<file path="config.mk">
export PLATFORM = sky130hd
export DESIGN_NAME = mem_stage
export DESIGN_NICKNAME = d
export VERILOG_FILES = /design/src/rtl/mem_stage.sv
export SDC_FILE = /design/constraint.sdc
export NUM_CORES = 1
export LEC_CHECK = 0
export BUFFER_PORTS_ARGS = -buffer_cell sky130_fd_sc_hd__buf_2
export CAP_MARGIN = 20
export CORE_ASPECT_RATIO = 0.75
export CORE_MARGIN = 5
export CORE_UTILIZATION = 45
export CTS_CLUSTER_SIZE = 20
export DETAILED_ROUTE_END_ITERATION = 10
export PLACE_DENSITY = 0.77
export SLEW_MARGIN = 5
export SYNTH_ARGS = -nofsm -noshare
export SYNTH_HDL_FRONTEND = slang
export SYNTH_SLANG_ARGS = --single-unit
</file>
<file path="constraint.sdc">
create_clock -name clk -period 5.8 [get_ports clk]
set_input_delay 0.29 -clock clk [delete_from_list [all_inputs] [get_ports clk]]
set_output_delay 0.29 -clock clk [all_outputs]
set_load 0.01 [all_outputs]
</file>
<file path="src/rtl/mem_stage.sv">
// mem_stage: memory-access pipeline stage; waits for the load response, buffers it under writeback stall.
// Optional MEM_LOAD_STALL_CNT_EN adds a free-running load-stall cycle counter.
module mem_stage #(
   parameter int ES_TO_MS_BUS_WD = 71,
   parameter int MS_TO_WS_BUS_WD = 70
) (
   input  logic                       clk,
   input  logic                       reset,
   input  logic                       es_to_ms_valid,
   input  logic [ES_TO_MS_BUS_WD-1:0] es_to_ms_bus,
   output logic                       ms_allowin,
   input  logic                       ws_allowin,
   output logic                       ms_to_ws_valid,
   output logic [MS_TO_WS_BUS_WD-1:0] ms_to_ws_bus,
   input  logic                       data_sram_rvalid,
   input  logic [31:0]                data_sram_rdata,
   output logic [4:0]                 ms_to_ds_dest,
   output logic                       ms_to_ds_load_pending,
   output logic                       mem_forward_valid,
   output logic [4:0]                 mem_forward_addr,
`ifdef MEM_LOAD_STALL_CNT_EN
   output logic [31:0]                ms_load_stall_cnt,
`endif
   output logic [31:0]                mem_forward_data
);
   typedef enum logic {WAIT, DONE} state_t;
   state_t                     state;
   logic                       ms_valid;
   logic [ES_TO_MS_BUS_WD-1:0] es_bus;
   logic [31:0]                rdata_buf;
   logic                       res_from_mem, gr_we, got_rdata, ms_ready_go;
   logic [4:0]                 dest;
   logic [31:0]                alu_result, pc, final_result;

   assign {res_from_mem, gr_we, dest, alu_result, pc} = es_bus;
   assign got_rdata             = state == DONE;
   assign ms_ready_go           = !res_from_mem || data_sram_rvalid || got_rdata;
   assign ms_to_ws_valid        = ms_valid && ms_ready_go;
   assign ms_allowin            = !ms_valid || (ms_ready_go && ws_allowin);
   assign final_result          = !res_from_mem ? alu_result : got_rdata ? rdata_buf : data_sram_rdata;
   assign ms_to_ws_bus          = {gr_we, dest, final_result, pc};
   assign ms_to_ds_dest         = ms_valid ? dest : 5'd0;
   assign ms_to_ds_load_pending = ms_valid && res_from_mem && !ms_ready_go;
   assign mem_forward_valid     = ms_valid && gr_we && ms_ready_go;
   assign mem_forward_addr      = dest;
   assign mem_forward_data      = final_result;

   always_ff @(posedge clk)
      if (es_to_ms_valid && ms_allowin) es_bus <= es_to_ms_bus;

   // A departing instruction always clears the buffer state, so a load entering behind it starts in WAIT.
   always_ff @(posedge clk) begin
      if (reset) begin
         ms_valid  <= 1'b0;
         state     <= WAIT;
         rdata_buf <= 32'd0;
      end else begin
         if (ms_allowin) ms_valid <= es_to_ms_valid;
         if (ms_to_ws_valid && ws_allowin) state <= WAIT;
         else if (ms_valid && res_from_mem && state == WAIT && data_sram_rvalid) begin
            state     <= DONE;
            rdata_buf <= data_sram_rdata;
         end
      end
   end

`ifdef MEM_LOAD_STALL_CNT_EN
   always_ff @(posedge clk)
      ms_load_stall_cnt <= reset ? 32'd0 : ms_load_stall_cnt + {31'd0, ms_to_ds_load_pending};
`endif
endmodule

</file>
==> results.py <==
metrics = {
    "placement": {
        "gp_congestion": 0.706,
        "io_buffers": 223,
        "place_ws_ps": 2890,
        "dp_hpwl_um": 7660,
        "dpl.cell_count": 680,
    },
    "power_and_ir_drop": {
        "power.leakage_nw": 2.40,
        "p_per_area_nw_per_um2": 287,
        "vdd_drop_max_mv": 0.155,
    },
    "route": {
        "drt_iter0_markers": 71,
        "route.detailed.drc": 0,
        "dr.pass1.iters": 4,
        "wl_per_cell_um": 14.9,
        "ant_nets": 0,
        "dr_total_vias": 3276,
        "via_per_inst": 4.71,
        "wl_um": 10400,
    },
    "min_path": {
        "whs_endpoint": "es_bus[53]",
        "min_from": "es_to_ms_bus[53]",
        "hold_path_depth": 1,
        "hold_path_class": "primary input to register",
    },
    "sta": {
        "timing.final.crit_share_pct": 49.9,
        "maxSlewHeadroom_pct": 24.9,
        "finalWorstSetupSlack_ps": 2910,
        "slew_violations": 0,
        "hold_violations": 0,
        "setup_viol": 0,
        "max_freq_mhz": 346,
        "fin_skew_ps": 6.89,
        "finalSetupTns_ps": 0,
        "grt_setup_unrepaired": "false",
        "fin_crit_ps": 2890,
        "tightest_slew_ps": 1130,
    },
    "floorplanning": {
        "rows": 33,
        "die_area_um2": 13200,
        "ios": 224,
        "die_w_um": 131,
        "initial_core_util_pct": 45.7,
        "core_area_um2": 10800,
        "die_h_um": 101,
    },
    "setup_path": {
        "crit_arrival_ps": 2860,
        "path_cells": "nor3b_1 > o21ai_0 > and2_4",
        "crit_start": "got_rdata",
        "critical_path.startpoint_type": "register",
        "path_class": "register to register",
        "cp.required_ps": 5770,
        "crit_fanout": 71,
        "path_buf_inv": 0,
        "r2r_cells": 3,
        "end_kind": "register",
        "cp_top_family": "flip-flops",
        "slowest_stage": "dfxtp_2",
        "r2r-end": "es_bus[35]",
        "max_stage_delay_ps": 1080,
        "worstReg2RegStart": "got_rdata",
        "r2r_setup_slack_ps": 2910,
    },
    "logic_synthesis": {
        "ys_seq_elements": 105,
        "syn_avg_cell_area_um2": 12.0,
        "seq_area_frac_synth_pct": 56.9,
        "yosysTopAreaCell": "edfxtp_1",
        "ys_warn_count": 0,
        "synthDistinctLibCells": 20,
        "synth_area_leaders": "edfxtp_1 43%, dfxtp_1 14%, mux2i_1 13%, buf_4 11%, nand2b_1 8.1%",
        "syn_area_um2": 4940,
        "synth_top_area_share_pct": 43.1,
        "syn_nets": 519,
        "syn_inst": 411,
    },
    "cts": {
        "cts_root_buf": "clkbuf_16",
        "cts_setup_buffers": 0,
        "cts_made_buffers": 9,
        "cts_tree": "done",
        "clock-sinks": 105,
        "cts_buffer_depth": 2,
        "cts_hold_buf": 0,
        "cts_max_level": 3,
        "clk_pin_slew_worst_paths_ps": 70,
        "post_cts_resized": 0,
        "clock_latency_ps": 340,
    },
    "layout": {
        "multiInputGateArea_um2": 1440,
        "antennaDiodeCount": 0,
        "seq_area_um2": 2810,
        "area_delta_synth_final_pct": 18.8,
        "instances_no_fill": 696,
        "drive_above_1_share_pct": 44.8,
        "fill_cells": 959,
        "finalNetCount": 659,
    },
    "global_routing": {
        "first_global_vias": 3394,
        "grt_use_total_pct": 15.7,
        "grt_overflow_total": 0,
        "antenna_found_initial": 0,
        "grt_pass1_wl_um": 15900,
        "grt_max_degree": 72,
    },
    "run_status": {
        "status": "completed",
    },
    "run": {
        "maxCapViolations": 0,
    },
}
cells in the mapped netlist:
library cell and count:
nand2b_1 64, nor3b_1 1, edfxtp_1 71, and2_2 6
a221oi_1 1, nor2_1 32, nand3_2 1, nor2b_1 1
a21oi_1 33, clkbuf_1 11, buf_2 4, dfxtp_1 34
buf_8 3, inv_1 3, buf_4 75, buf_1 3
mux2i_1 64, nor3_4 1, o21ai_0 1, and2_1 2
layout by cell type (no fill, tap or decap), drive strengths merged:
cell / synthesis / layout
buf: 85 / 225
edfxtp: 71 / 71
mux2i: 64 / 64
nand2b: 64 / 64
dfxtp: 34 / 34
a21oi: 33 / 33
nor2: 32 / 32
clkbuf: 11 / 12
and2: 8 / 8
inv: 3 / 3
clkinvlp: 0 / 2
nor3b: 1 / 1
o21ai: 1 / 1
nor2b: 1 / 1
nand3: 1 / 1
nor3: 1 / 1
a221oi: 1 / 1
clkinv: 0 / 1
bufinv: 0 / 1
stage by stage:
stage | hold slack (ps) | cell area, µm² | total power, mW | utilization [%]
after floorplan | 389 | 4940 | 1.03 | -
after global placement | 458 | 5570 | 1.09 | 51.5
after detailed placement | 467 | 5570 | 1.09 | 51.5
after CTS | 104 | 5870 | 1.71 | 54.3
after global routing | 93.1 | 5870 | 1.76 | 54.3
final | 117 | 5870 | 1.68 | 54.3
how the worst max path moves through the flow:
| stage | endpoint | cells after the start |
|---|---|---|
| 2_1_floorplan | es_bus[0] | 4 |
| 6_report | es_bus[35] | 3 |
| 3_5_place_dp | es_bus[47] | 3 |
| 5_1_grt | es_bus[35] | 3 |
| 3_3_place_gp | es_bus[19] | 3 |
| 4_1_cts | es_bus[55] | 3 |
power by group:
part | internal, mW | switching [mW] | total [mW]
combinational | 0.0979 | 0.119 | 0.217
clock | 0.348 | 0.262 | 0.609
sequential | 0.841 | 0.0158 | 0.856
total | 1.29 | 0.396 | 1.68
sequential cells by signal, summed over array words and instances, names as in the netlist:
signal / count
rdata_buf: 32
ms_valid: 1
es_bus: 71
got_rdata: 1
logic make-up (layout without fill, tap and decap cells):
logic type	Yosys count	in the layout	synth area share [%]
AOI/OAI and AO/OA	35	35	3.62
buffers and inverters	99	244	14.0
DFF	105	105	56.9
muxes	64	64	13.0
and+or+nand+nor	108	108	12.5
area by class of cell:
type / count / share of cell area (%)
inverters: 3 / 0.192
clock buffers: 12 / 4.20
repair buffers: 225 / 19.3
clock inverters: 4 / 0.916
multi-input cells: 207 / 24.5
well taps: 140 / 2.98
flip-flops and latches: 105 / 47.9
worst register-to-register path: cells and delay by family (launching register included):
family	cells	cell delay [ps]
flops	1	1080
simple gates	2	1000
compound gates	1	370
layer usage:
layer	track usage (%)	vias to the layer above	share of wire [%]	routed length, µm
li1	-	1603	-	-
met5	0	-	0	0
met3	6.46	13	11	1150
met4	4.74	0	1.2	123
met2	28.0	141	50	5190
met1	16.9	1519	38	3900
No activity file was read; power rests on OpenSTA's default activity.
